**config.mk**
```make
export PLATFORM = sky130hd
export DESIGN_NAME = trigger_detector
export DESIGN_NICKNAME = d
export VERILOG_FILES = /design/src/rtl/trigger_detect_pkg.sv /design/src/rtl/bin_peak_tracker.sv /design/src/rtl/trigger_detector.sv
export SDC_FILE = /design/constraint.sdc
export NUM_CORES = 1
export LEC_CHECK = 0
export CAP_MARGIN = 20
export CORE_ASPECT_RATIO = 0.5
export CORE_MARGIN = 2
export CORE_UTILIZATION = 43
export CTS_CLUSTER_DIAMETER = 60
export DETAILED_ROUTE_END_ITERATION = 7
export PLACE_DENSITY = 0.75
export SLEW_MARGIN = 10
export SYNTH_ARGS = -nofsm -noshare
export SYNTH_HDL_FRONTEND = slang
export SYNTH_SLANG_ARGS = --single-unit
```
**constraint.sdc**
```tcl
create_clock -name clk -period 2.3 [get_ports clk]
set_clock_uncertainty 0.15 [all_clocks]
set_input_delay 0.46 -clock clk [delete_from_list [all_inputs] [get_ports clk]]
set_output_delay 0.46 -clock clk [all_outputs]
set_load 0.005 [all_outputs]
```
**src/rtl/trigger_detect_pkg.sv**
```systemverilog
// Shared types, widths and the magnitude helper for the trigger detector.
package trigger_detect_pkg;

   localparam int unsigned BIN_W  = 6;
   localparam int unsigned MAG_W  = 9;
   localparam int unsigned DATA_W = 10;
   localparam int unsigned CNT_W  = 4;
   localparam int unsigned HOLD_W = 20;

   typedef enum logic [2:0] {
      IDLE,
      ARMED,
      WRITING,
      SCAN,
      DRAIN,
      DECIDE,
      HOLDOFF
   } state_t;

   // |d| as 9-bit unsigned; the single unrepresentable value -512 saturates to 511.
   function automatic logic [MAG_W-1:0] abs_sat(input logic [DATA_W-1:0] d);
      if (!d[DATA_W-1])
         abs_sat = d[MAG_W-1:0];
      else if (d == {1'b1, {(DATA_W-1){1'b0}}})
         abs_sat = '1;
      else
         abs_sat = (~d[MAG_W-1:0]) + MAG_W'(1);
   endfunction

endpackage

```
**src/rtl/bin_peak_tracker.sv**
```systemverilog
// Running peak-magnitude tracker over a stream of (bin, data) samples.
module bin_peak_tracker
   import trigger_detect_pkg::*;
(
   input  logic              clk,
   input  logic              reset,
   input  logic              clear,
   input  logic              valid,
   input  logic [BIN_W-1:0]  bin,
   input  logic [DATA_W-1:0] data,
   output logic [MAG_W-1:0]  max_mag,
   output logic [BIN_W-1:0]  max_bin
);

   logic [MAG_W-1:0] mag_c;

   assign mag_c = abs_sat(data);

   // Strict greater-than keeps the earliest (lowest) bin on ties.
   always_ff @(posedge clk or posedge reset) begin
      if (reset) begin
         max_mag <= '0;
         max_bin <= '0;
      end else if (clear) begin
         max_mag <= '0;
         max_bin <= '0;
      end else if (valid && (mag_c > max_mag)) begin
         max_mag <= mag_c;
         max_bin <= bin;
      end
   end

endmodule

```
**src/rtl/trigger_detector.sv**
```systemverilog
// Scans a bin band of the FFT output RAM after each frame and raises a trigger
// after enough consecutive frames exceed the threshold; gates the FFT meanwhile.
module trigger_detector
   import trigger_detect_pkg::*;
#(
   parameter int unsigned BIN_LO         = 4,
   parameter int unsigned BIN_HI         = 20,
   parameter int unsigned THRESHOLD      = 200,
   parameter int unsigned CONSEC_FRAMES  = 2,
   parameter int unsigned HOLDOFF_CYCLES = 1000,
   parameter int unsigned RAM_RD_LATENCY = 1
)(
   input  logic              clk,
   input  logic              reset,
   input  logic              detector_enable,
   input  logic              fft_output_RAM_ready,
   input  logic [DATA_W-1:0] fft_output_RAM_data,
   output logic [BIN_W-1:0]  fft_output_RAM_addr,
   output logic              trigger_fft_enable,
   output logic              trigger,
   output logic [BIN_W-1:0]  peak_bin,
   output logic [MAG_W-1:0]  peak_mag,
   output logic [CNT_W-1:0]  consec_count
);

   state_t             state, state_next;
   logic [BIN_W-1:0]   addr_next;
   logic               en_next;
   logic               trig_next;
   logic [BIN_W-1:0]   pbin_next;
   logic [MAG_W-1:0]   pmag_next;
   logic [CNT_W-1:0]   consec_next;
   logic [CNT_W-1:0]   consec_inc_c;
   logic [HOLD_W-1:0]  wait_cnt, wait_next;
   logic               clear_c;
   logic               pipe_keep_c;

   logic [RAM_RD_LATENCY-1:0] pipe_vld;
   logic [BIN_W-1:0]          pipe_bin [RAM_RD_LATENCY];

   logic [MAG_W-1:0]   max_mag;
   logic [BIN_W-1:0]   max_bin;

   assign consec_inc_c = (consec_count == '1) ? consec_count : consec_count + CNT_W'(1);

   // Next-state and next-output decode; detector_enable low overrides everything.
   always_comb begin
      state_next  = state;
      addr_next   = fft_output_RAM_addr;
      trig_next   = 1'b0;
      pbin_next   = peak_bin;
      pmag_next   = peak_mag;
      consec_next = consec_count;
      wait_next   = wait_cnt;

      case (state)
         IDLE: begin
            if (detector_enable)
               state_next = ARMED;
         end
         ARMED: begin
            if (!fft_output_RAM_ready)
               state_next = WRITING;
         end
         WRITING: begin
            if (fft_output_RAM_ready) begin
               state_next = SCAN;
               addr_next  = BIN_W'(BIN_LO);
            end
         end
         SCAN: begin
            if (!fft_output_RAM_ready) begin
               state_next  = WRITING;
               consec_next = '0;
            end else if (fft_output_RAM_addr == BIN_W'(BIN_HI)) begin
               state_next = DRAIN;
               wait_next  = '0;
            end else begin
               addr_next = fft_output_RAM_addr + BIN_W'(1);
            end
         end
         DRAIN: begin
            if (!fft_output_RAM_ready) begin
               state_next  = WRITING;
               consec_next = '0;
               wait_next   = '0;
            end else if (wait_cnt == HOLD_W'(RAM_RD_LATENCY - 1)) begin
               state_next = DECIDE;
               wait_next  = '0;
            end else begin
               wait_next = wait_cnt + HOLD_W'(1);
            end
         end
         DECIDE: begin
            if (max_mag >= MAG_W'(THRESHOLD)) begin
               if (consec_inc_c >= CNT_W'(CONSEC_FRAMES)) begin
                  trig_next   = 1'b1;
                  pbin_next   = max_bin;
                  pmag_next   = max_mag;
                  consec_next = '0;
                  wait_next   = '0;
                  state_next  = HOLDOFF;
               end else begin
                  consec_next = consec_inc_c;
                  state_next  = ARMED;
               end
            end else begin
               consec_next = '0;
               state_next  = ARMED;
            end
         end
         HOLDOFF: begin
            if (wait_cnt == HOLD_W'(HOLDOFF_CYCLES - 1)) begin
               state_next = ARMED;
               wait_next  = '0;
            end else begin
               wait_next = wait_cnt + HOLD_W'(1);
            end
         end
         default: begin
            state_next = IDLE;
         end
      endcase

      if (!detector_enable) begin
         state_next  = IDLE;
         consec_next = '0;
         trig_next   = 1'b0;
         pbin_next   = peak_bin;
         pmag_next   = peak_mag;
         wait_next   = '0;
      end
   end

   assign en_next     = (state_next == ARMED);
   assign clear_c     = (state == WRITING) && (state_next == SCAN);
   assign pipe_keep_c = (state_next == SCAN) || (state_next == DRAIN);

   // State and registered outputs.
   always_ff @(posedge clk or posedge reset) begin
      if (reset) begin
         state               <= IDLE;
         fft_output_RAM_addr <= '0;
         trigger_fft_enable  <= 1'b0;
         trigger             <= 1'b0;
         peak_bin            <= '0;
         peak_mag            <= '0;
         consec_count        <= '0;
         wait_cnt            <= '0;
      end else begin
         state               <= state_next;
         fft_output_RAM_addr <= addr_next;
         trigger_fft_enable  <= en_next;
         trigger             <= trig_next;
         peak_bin            <= pbin_next;
         peak_mag            <= pmag_next;
         consec_count        <= consec_next;
         wait_cnt            <= wait_next;
      end
   end

   // Valid flags aligned with RAM read latency; flushed on abort so stale reads never land.
   always_ff @(posedge clk or posedge reset) begin
      if (reset)
         pipe_vld <= '0;
      else if (!pipe_keep_c)
         pipe_vld <= '0;
      else
         pipe_vld <= RAM_RD_LATENCY'({pipe_vld, (state == SCAN)});
   end

   // Bin numbers travelling alongside the valid flags.
   always_ff @(posedge clk or posedge reset) begin
      if (reset) begin
         for (int i = 0; i < RAM_RD_LATENCY; i++)
            pipe_bin[i] <= '0;
      end else begin
         pipe_bin[0] <= fft_output_RAM_addr;
         for (int i = 1; i < RAM_RD_LATENCY; i++)
            pipe_bin[i] <= pipe_bin[i-1];
      end
   end

   bin_peak_tracker u_tracker (
      .clk     (clk),
      .reset   (reset),
      .clear   (clear_c),
      .valid   (pipe_vld[RAM_RD_LATENCY-1]),
      .bin     (pipe_bin[RAM_RD_LATENCY-1]),
      .data    (fft_output_RAM_data),
      .max_mag (max_mag),
      .max_bin (max_bin)
   );

endmodule

```
==> reports/metrics.yaml, run 1 <==
synth_nets: 420
antenna_found_initial: 0
period_share_pct: 132
yosys_most_used_dff: "dfrtp_1"
totalWireLength_mm: 12.7
path_max_fanout: 4
clkTransAtPathRegs_ns: 0.06
relSlewSlack_pct: 70.5
fin_nets: 567
clkLatencyLatePin_ns: 0.35
worstPathCellList: "buf_6, buf_6, inv_12, ha_4, nor3b_4, nand4_1, nor2b_4, mux2i_2, ha_1, a21o_1, a21oi_2, nor2b_2, o31ai_4, buf_6, mux2i_2, nor2_1"
worst_slew_pin_slew_ns: 0.443
crit_slowest_cell: "o31ai_4"
synth_top_area_share_pct: 45.4
track_usage_pct: 23.5
via_count: 3858
critPathLaunchType: "input port"
vdd_drop_max_mv: 0.414
clock_path_buffers: 2
setup_violations: 24
drc_errors: 0
cts_buffers: 9
ys_top_cells_by_count: "dfrtp_1 (72), nor2_1 (43), nand2_1 (31)"
wl_per_cell_um: 19.2
failed_checks: "setup timing"
yosysTopAreaCell: "dfrtp_1"
clock_sinks: 72
crit_family: "simple AND/OR/NAND/NOR gates"
cts_hold_buf: 0
synth_most_common_cell: "dfrtp_1"
cts_tree: "done"
synth-async-reset-ratio_pct: 100
die_x_um: 140
place_area_mm2: 0.00519
critPathMaxStageDelay_ns: 0.34
grt_max_degree: 73
io_buffers: 40
drv_cap: 0
critical_path.endpoint_type: "flip-flop"
htree_num_levels: 3
syn_area_mm2: 0.00397
seqCellArea_mm2: 0.00180
fin_crit_ns: 3.03
rows: 24
syn_avg_cell_area_um2: 10.1
ant_nets: 0
synth-edff-count: 0
antenna_cells: 0
rrSetupSlack_ns: -0.14
drive_gt1_share_pct: 41.3
ys_seq_area_share_pct: 45.4
grt_first_pass_wirelength_mm: 18.6
fin_area_mm2: 0.00618
crit_top_cell: "buf_6"
synth_area_leaders: "dfrtp_1 (45%), mux2_2 (4.8%), ha_1 (4.7%), nor2_1 (4.1%), xnor2_1 (3.5%)"
drt-pass1-iter-count: 7
avgViaCountPerCell: 5.85
arrival_ns: 3.10
fmax_mhz: 330
critPathRequiredTime_ns: 2.37
grt_overflow: 0
initial_utilization_pct: 44.9
p_leak_nw: 2.76
fill_cells: 562
fin_ws_ns: -0.726
grt_pass1_vias: 3790
crit_buf_inv: 4
setup-tns-final_ns: -10.82
ys_types: 56
rsz0062_at_grt: "true"
root_buffer: "clkbuf_16"
status: "complete, but fails checks"
power_density_mw_per_mm2: 610
hpwl_mm: 6.54
critical_path_class: "input port to flip-flop"
yosysWarnings: 0
syn2layout_area_growth_pct: 55.7
first_iter_violations: 324
multi_input_area_mm2: 0.00250
fp.dieH_um: 71.9
place_congestion: 0.864
fp.dieArea_mm2: 0.0101
yosys_register_bits: 72
final_hold_viol_count: 0
syn-instance-count: 391
holdCritPathClass: "flip-flop to flip-flop"
design.core.area_mm2: 0.00883
slew_violations: 0
io_pins: 41
-- state kept, by name (all words and copies together), names as in the netlist, 3 cells and up --
signal,cells
state,3
peak_bin,6
fft_output_RAM_addr,6
u_tracker.max_bin,6
consec_count,4
peak_mag,9
wait_cnt,20
u_tracker.max_mag,9
pipe_bin,6
-- cells by family (layout without fill, tap and decap cells) --
family / Yosys count / after routing / share of synthesized area [%]
xor+xnor: 19 / 19 / 4.19
flops: 72 / 72 / 45.4
buf+inv: 35 / 184 / 3.69
mux: 28 / 28 / 7.60
fa+ha+maj: 15 / 15 / 4.73
compound gates: 76 / 77 / 14.4
simple gates: 146 / 147 / 19.9
-- cells in the final DEF, fill, tap and decap left out, types with 15 or more instances in the layout --
master / count
nand3_1: 15
dfrtp_1: 72
nor2_1: 39
mux2_2: 17
buf_4: 88
buf_6: 17
clkdlybuf4s50_1: 34
nand2_1: 30
xnor2_1: 16
inv_1: 16
-- stage by stage --
| stage | util (%) | setup WS, ns | cells | hold slack [ns] | power (mW) |
|---|---|---|---|---|---|
| 2_1_floorplan | - | -0.730 | 391 | 0.268 | 1.79 |
| 3_3_place_gp | 58.8 | -1.36 | 618 | 0.318 | 2.09 |
| 3_5_place_dp | 58.8 | -1.44 | 618 | 0.334 | 2.11 |
| 4_1_cts | 66.4 | -0.701 | 652 | 0.349 | 3.61 |
| 5_1_grt | 70.0 | -0.861 | 659 | 0.372 | 3.92 |
| 6_report | 70.0 | -0.726 | 659 | 0.359 | 3.77 |
-- per-layer routing --
metal | vias up | wire length [µm] | global-route usage (%)
met4 | 0 | 478 | 6.89
met5 | - | 0 | 0
met3 | 50 | 706 | 6.07
met2 | 178 | 6490 | 41.2
met1 | 1922 | 5000 | 29.2
li1 | 1708 | - | -
-- layout make-up --
type	count	area share, %
flip-flops and latches	72	29.2
well taps	117	2.37
clock inverters	6	1.11
inverters	21	1.62
repair buffers	148	21.6
clock buffers	9	3.65
multi-input cells	286	40.5
-- path summary, 6_finish.rpt --
check | cells after the start | to | startpoint
worst max register to register | 9 | wait_cnt[13] | fft_output_RAM_addr[1]
min in group asynchronous | 3 | peak_mag[4] | reset
worst max-delay path | 16 | u_tracker.max_mag[8] | fft_output_RAM_data[1]
worst min register to register | 1 | pipe_bin[5] | fft_output_RAM_addr[5]
max in group asynchronous | 3 | wait_cnt[2] | reset
worst min-delay path | 1 | pipe_bin[5] | fft_output_RAM_addr[5]
-- report_power, final --
group          internal, mW  switching (mW)
clock network         0.839           0.561
registers              1.36          0.0777
logic                 0.455           0.479
total                  2.65            1.12
-- timing repair --
| action | 4_1_cts | 5_1_grt |
|---|---|---|
| gates cloned | 3 | 0 |
| pin swaps | 25 | 45 |
| setup buffers | 17 | 13 |
| resized for setup | 73 | 49 |
| setup endpoints to repair | 35 | 43 |
(Power assumes the default switching activity.)
==> run 2, diff against run 1 <==
--- a/config.mk
+++ b/config.mk
@@ -12,7 +12,9 @@
 export CTS_CLUSTER_DIAMETER = 60
 export DETAILED_ROUTE_END_ITERATION = 7
 export PLACE_DENSITY = 0.75
-export SLEW_MARGIN = 10
+export SETUP_SLACK_MARGIN = 0.5
+export SKIP_CTS_REPAIR_TIMING = 1
+export SLEW_MARGIN = 20
 export SYNTH_ARGS = -nofsm -noshare
 export SYNTH_HDL_FRONTEND = slang
 export SYNTH_SLANG_ARGS = --single-unit
==> reports/metrics.yaml, run 2 (synthesized netlist as in run 1, its figures left out) <==
clock_path_buffers: 2
setup-tns-final_ns: -12.52
met3_usage_pct: 5.81
crit_family: "simple AND/OR/NAND/NOR gates"
grt_first_pass_wirelength_mm: 16.1
track_usage_pct: 20.3
status: "complete, but fails checks"
syn2layout_area_growth_pct: 66.2
cts_tree: "done"
setup_violations: 25
root_buffer: "clkbuf_16"
place_congestion: 0.859
drc_errors: 0
clkTransAtPathRegs_ns: 0.06
worst_slew_pin_slew_ns: 0.496
wl_per_cell_um: 19.9
htree_num_levels: 3
drive_gt1_share_pct: 45.7
fmax_mhz: 305
failed_checks: "setup timing"
crit_slowest_cell: "or4_4"
drt-pass1-iter-count: 6
p_leak_nw: 3.34
arrival_ns: 3.35
fill_cells: 503
cts_buffers: 9
worstPathCellList: "buf_6, or4_4, o41ai_4, xor2_1, nand2_1, ha_2, or3_4, o31ai_4, buf_4, mux2i_1, nor2_1"
rsz0062_at_grt: "true"
critical_path_class: "input port to flip-flop"
fin_nets: 571
fp.dieH_um: 71.9
largest_reg_flops: 20
path_max_fanout: 5
first_iter_violations: 247
power_mw: 3.89
final_hold_viol_count: 0
top_regs: "wait_cnt (20), peak_mag (9), u_tracker.max_mag (9)"
fin_ws_ns: -0.980
period_share_pct: 143
vdd_drop_max_mv: 0.407
holdCritPathClass: "flip-flop to flip-flop"
die_x_um: 140
fp.dieArea_mm2: 0.0101
ant_nets: 0
fin_crit_ns: 3.28
layout_commonest_cell: "buf_4"
grtUsageMet2_pct: 33.6
clock_sinks: 72
use_met1_pct: 26.5
relSlewSlack_pct: 66.8
via_count: 3807
crit_buf_inv: 2
slew_violations: 0
hpwl_mm: 6.82
final_util_pct: 74.7
antenna_found_initial: 0
initial_utilization_pct: 44.9
hold_ws_ns: 0.352
power_density_mw_per_mm2: 590
totalWireLength_mm: 13.2
clkLatencyLatePin_ns: 0.35
critPathMaxStageDelay_ns: 0.54
antenna_cells: 0
avgViaCountPerCell: 5.73
design.core.area_mm2: 0.00883
critical_path.endpoint_type: "flip-flop"
layout_common_cells: "buf_4 (86), dfrtp_1 (69), nor2_1 (32), dlymetal6s2s_1 (29), nand2_1 (28)"
grt_max_degree: 73
regMostFlops: "wait_cnt"
grt_pass1_vias: 3401
grt.busiest_layer: "met2"
drv_cap: 0
grt_overflow: 0
rows: 24
io_pins: 41
critPathLaunchType: "input port"
pre_cts_ws_ns: -1.46
io_buffers: 40
critPathRequiredTime_ns: 2.37
[run 2: cell count changes in the layout (fill, tap and decap cells not counted), sizes merged]
cell and delta:
dlygate4sd2 -1, clkinvlp -1, clkinv -1, dlymetal6s2s +28, inv +2, clkbuf +4
clkdlybuf4s50 -26, o211ai -1, buf +1
[run 2: metrics by stage]
stage	instance area (µm²)	std cells
2_1_floorplan	4350	391
3_3_place_gp	5480	618
3_5_place_dp	5480	618
4_1_cts	5800	634
5_1_grt	6590	664
6_report	6590	664
[run 2: layout make-up]
| type | count | area, µm² | area share, % |
|---|---|---|---|
| multi-input cells | 285 | 2750 | 41.7 |
| flip-flops and latches | 72 | 1810 | 27.4 |
| repair buffers | 153 | 1480 | 22.5 |
| clock buffers | 10 | 239 | 3.62 |
| well taps | 117 | 146 | 2.22 |
| inverters | 21 | 100 | 1.52 |
| clock inverters | 6 | 73.8 | 1.12 |
[run 2: worst register-to-register path, delay by kind of cell (launching register included)]
kind	cells	cell delay, ns
flip-flops	1	0.37
AND/OR/NAND/NOR	2	0.17
multiplexers	1	0.27
buffers and inverters	3	0.43
adder cells (fa/ha/maj)	1	0.32
AO/OA/AOI/OAI	3	0.76
[run 2: routing by layer]
| metal | part of all wire, % | wire length, µm |
|---|---|---|
| met1 | 42 | 5530 |
| met2 | 51 | 6710 |
| met3 | 4.8 | 637 |
| met4 | 2.4 | 323 |
| met5 | 0 | 0 |
[run 2: path summary, 6_finish.rpt]
check | from | endpoint | slack [ns] | cells after the start
setup / recovery | fft_output_RAM_data[0] | u_tracker.max_mag[8] | -0.98 | 11
hold / removal | pipe_bin[4] | u_tracker.max_bin[4] | 0.35 | 2
setup reg to reg | u_tracker.max_mag[4] | u_tracker.max_mag[8] | -0.29 | 10
hold reg to reg | pipe_bin[4] | u_tracker.max_bin[4] | 0.35 | 2
max in group asynchronous | reset | state[0] | 1.24 | 3
min in group asynchronous | reset | peak_mag[7] | 0.45 | 3
[run 2: report_power, final]
part / internal (mW) / leakage (nW) / switching (mW) / total, mW
sequential: 1.36 / 0.980 / 0.0753 / 1.43
combinational: 0.484 / 2.21 / 0.506 / 0.990
clock: 0.884 / 0.154 / 0.584 / 1.47
==> run 3, diff against run 2 <==
--- a/config.mk
+++ b/config.mk
@@ -11,6 +11,7 @@
 export CORE_UTILIZATION = 43
 export CTS_CLUSTER_DIAMETER = 60
 export DETAILED_ROUTE_END_ITERATION = 7
+export HOLD_SLACK_MARGIN = 0.1
 export PLACE_DENSITY = 0.75
 export SETUP_SLACK_MARGIN = 0.5
 export SKIP_CTS_REPAIR_TIMING = 1
==> results of run 3 <==
No change in the layout: final DEF, timing and power equal those of run 2.
==> patch (settings of run 1) <==
Reset style: synchronous (`reset`), changed in 4 clocked blocks.
--- a/src/rtl/bin_peak_tracker.sv
+++ b/src/rtl/bin_peak_tracker.sv
@@ -17,7 +17,7 @@
    assign mag_c = abs_sat(data);
 
    // Strict greater-than keeps the earliest (lowest) bin on ties.
-   always_ff @(posedge clk or posedge reset) begin
+   always_ff @(posedge clk) begin
       if (reset) begin
          max_mag <= '0;
          max_bin <= '0;
--- a/src/rtl/trigger_detector.sv
+++ b/src/rtl/trigger_detector.sv
@@ -137,7 +137,7 @@
    assign pipe_keep_c = (state_next == SCAN) || (state_next == DRAIN);
 
    // State and registered outputs.
-   always_ff @(posedge clk or posedge reset) begin
+   always_ff @(posedge clk) begin
       if (reset) begin
          state               <= IDLE;
          fft_output_RAM_addr <= '0;
@@ -160,7 +160,7 @@
    end
 
    // Valid flags aligned with RAM read latency; flushed on abort so stale reads never land.
-   always_ff @(posedge clk or posedge reset) begin
+   always_ff @(posedge clk) begin
       if (reset)
          pipe_vld <= '0;
       else if (!pipe_keep_c)
@@ -170,7 +170,7 @@
    end
 
    // Bin numbers travelling alongside the valid flags.
-   always_ff @(posedge clk or posedge reset) begin
+   always_ff @(posedge clk) begin
       if (reset) begin
          for (int i = 0; i < RAM_RD_LATENCY; i++)
             pipe_bin[i] <= '0;
Behaviour: differs if reset is asserted again (counterexample within 4 cycles, from zero or initial values and one cycle with reset high); with reset held inactive, the same outputs for 10 cycles.
==> patch against run 1 <==
The run still ends with negative setup slack left. Area after synthesis shrank 11%. Routed wire length shrank 26%. Maximum frequency grew 4.9%. Cell area shrank 15%. Sequential cell count is the same. Worst setup slack gained 0.14 ns. Count of clock-buffer cells in the layout is the same. Critical path type unchanged.
Power is not compared: it rests on default switching activity, and its combinational part moved more than twofold at a synthesized area within 25%.
==> patch: results (changes against run 1) <==
compound-cell area share of the yosys netlist=12.69% (-1.8 points); CP Capture Point=u_tracker.max_mag[8]; Plain + repair buffers=107 (-28%); FF-to-FF setup slack=0.02 ns (+0.16 ns); post-synthesis cell count=405 (+3.6%); xor and xnor area share after synthesis=5.675% (+1.5 points); GRT met2 Usage=36.98% (-4.3 points); commonest cells in the netlist=dfxtp_1, nor2_1, mux2i_1; First-pass DRT Iterations=5 (-2); comb_multi_in=298 (+4.2%); synth top area cells=dfxtp_1, nor2_1, mux2i_1; M1 GR Usage=22.79% (-6.4 points); fraction of area in multi-input gates=43.65% (+3.2 points); Critical path origin=fft_output_RAM_data[5]; share of flip-flops with an asynchronous set or reset after synthesis=0% (-100 points); WHS Endpoint=u_tracker.max_bin[2]; first-pass GRT wire length=14590 um (-22%); GRT Overall Usage=20.43% (-3.0 points); crit-path max FO=6 (+2); post-synth net total=434 (+3.3%); final wirelength=9383 um (-26%); failing checks=negative setup slack; CTS root buf=clkbuf_16; mux share of post-synthesis cell area=7.050% (-0.55 points); final setup violation count=15 (-38%); buffering overhead=18.44% (-3.2 points); vias=3303 (-14%); Layout clock area frac=6.250% (+1.5 points); Slowest-stage cell, CP=a221o_2; FF+latch area=0.001441 mm^2 (-20%); WP data arrival=2.96 ns (-0.14 ns); share of post-route cells with drive strength above 1=27.63% (-14 points); count of distinct cell types in the synthesized netlist=57 (+1.8%); max incr delay on CP=0.45 ns (+0.11 ns); DP Wirelength=5790 um (-11%); register area share after synthesis=40.61% (-4.8 points); Placer Congestion=0.9071 (+5.0%); hold path depth=2 (+1); wl on met1=4119 um (-18%); Final WS setup=-0.5851 ns (+0.1413 ns); dpl cells=591 (-4.4%); final net count=538 (-5.1%); vias in the first global route=3206 (-15%); largest net degree at the start of global routing=28 (-62%); adder-cell share of the synthesized area=5.287% (+0.56 points); Via density=5.276 (-9.9%); min-delay src=pipe_bin[0][2]; Rel. slew slack=70.07% (-0.40 points); status=finished, violations left; met3 Use GR=7.556% (+1.5 points)
## patch: cell types whose count changed in the layout (fill, tap and decap cells not counted), sizes merged, moves of 7 or more
cell	delta
dfrtp	-72
dfxtp	+72
buf	-42
nor2	+26
mux2	-17
xor2	+17
mux2i	+14
xnor2	-13
a211oi	-9
nand2	-7
## patch: per-stage QoR
step	hold slack [ns]	total power [uW]	area (um^2)	worst slack [ns]	setup TNS, ns
after global routing	0.3626	3176	5245	-0.6906	-9.220
after global placement	0.2927	1496	4466	-1.204	-24.44
after detailed placement	0.3075	1499	4466	-1.298	-25.09
final	0.3359	3074	5245	-0.5851	-7.837
after floorplan	0.2902	1387	3610	-0.7066	-10.40
after CTS	0.3232	3064	5010	-0.5624	-7.984
## patch: tightest hold or removal path, stage by stage, from the launching register on
cell	delay [ns]
dfxtp_1	0.32
mux2i_1	0.06
nor2_1	0.07
## patch: timing repair
action                     4_1_cts  5_1_grt
setup endpoints to repair       21       28
setup buffers                    9        7
resized for setup               42       46
cloned                           3        1
pin swaps                       22       34
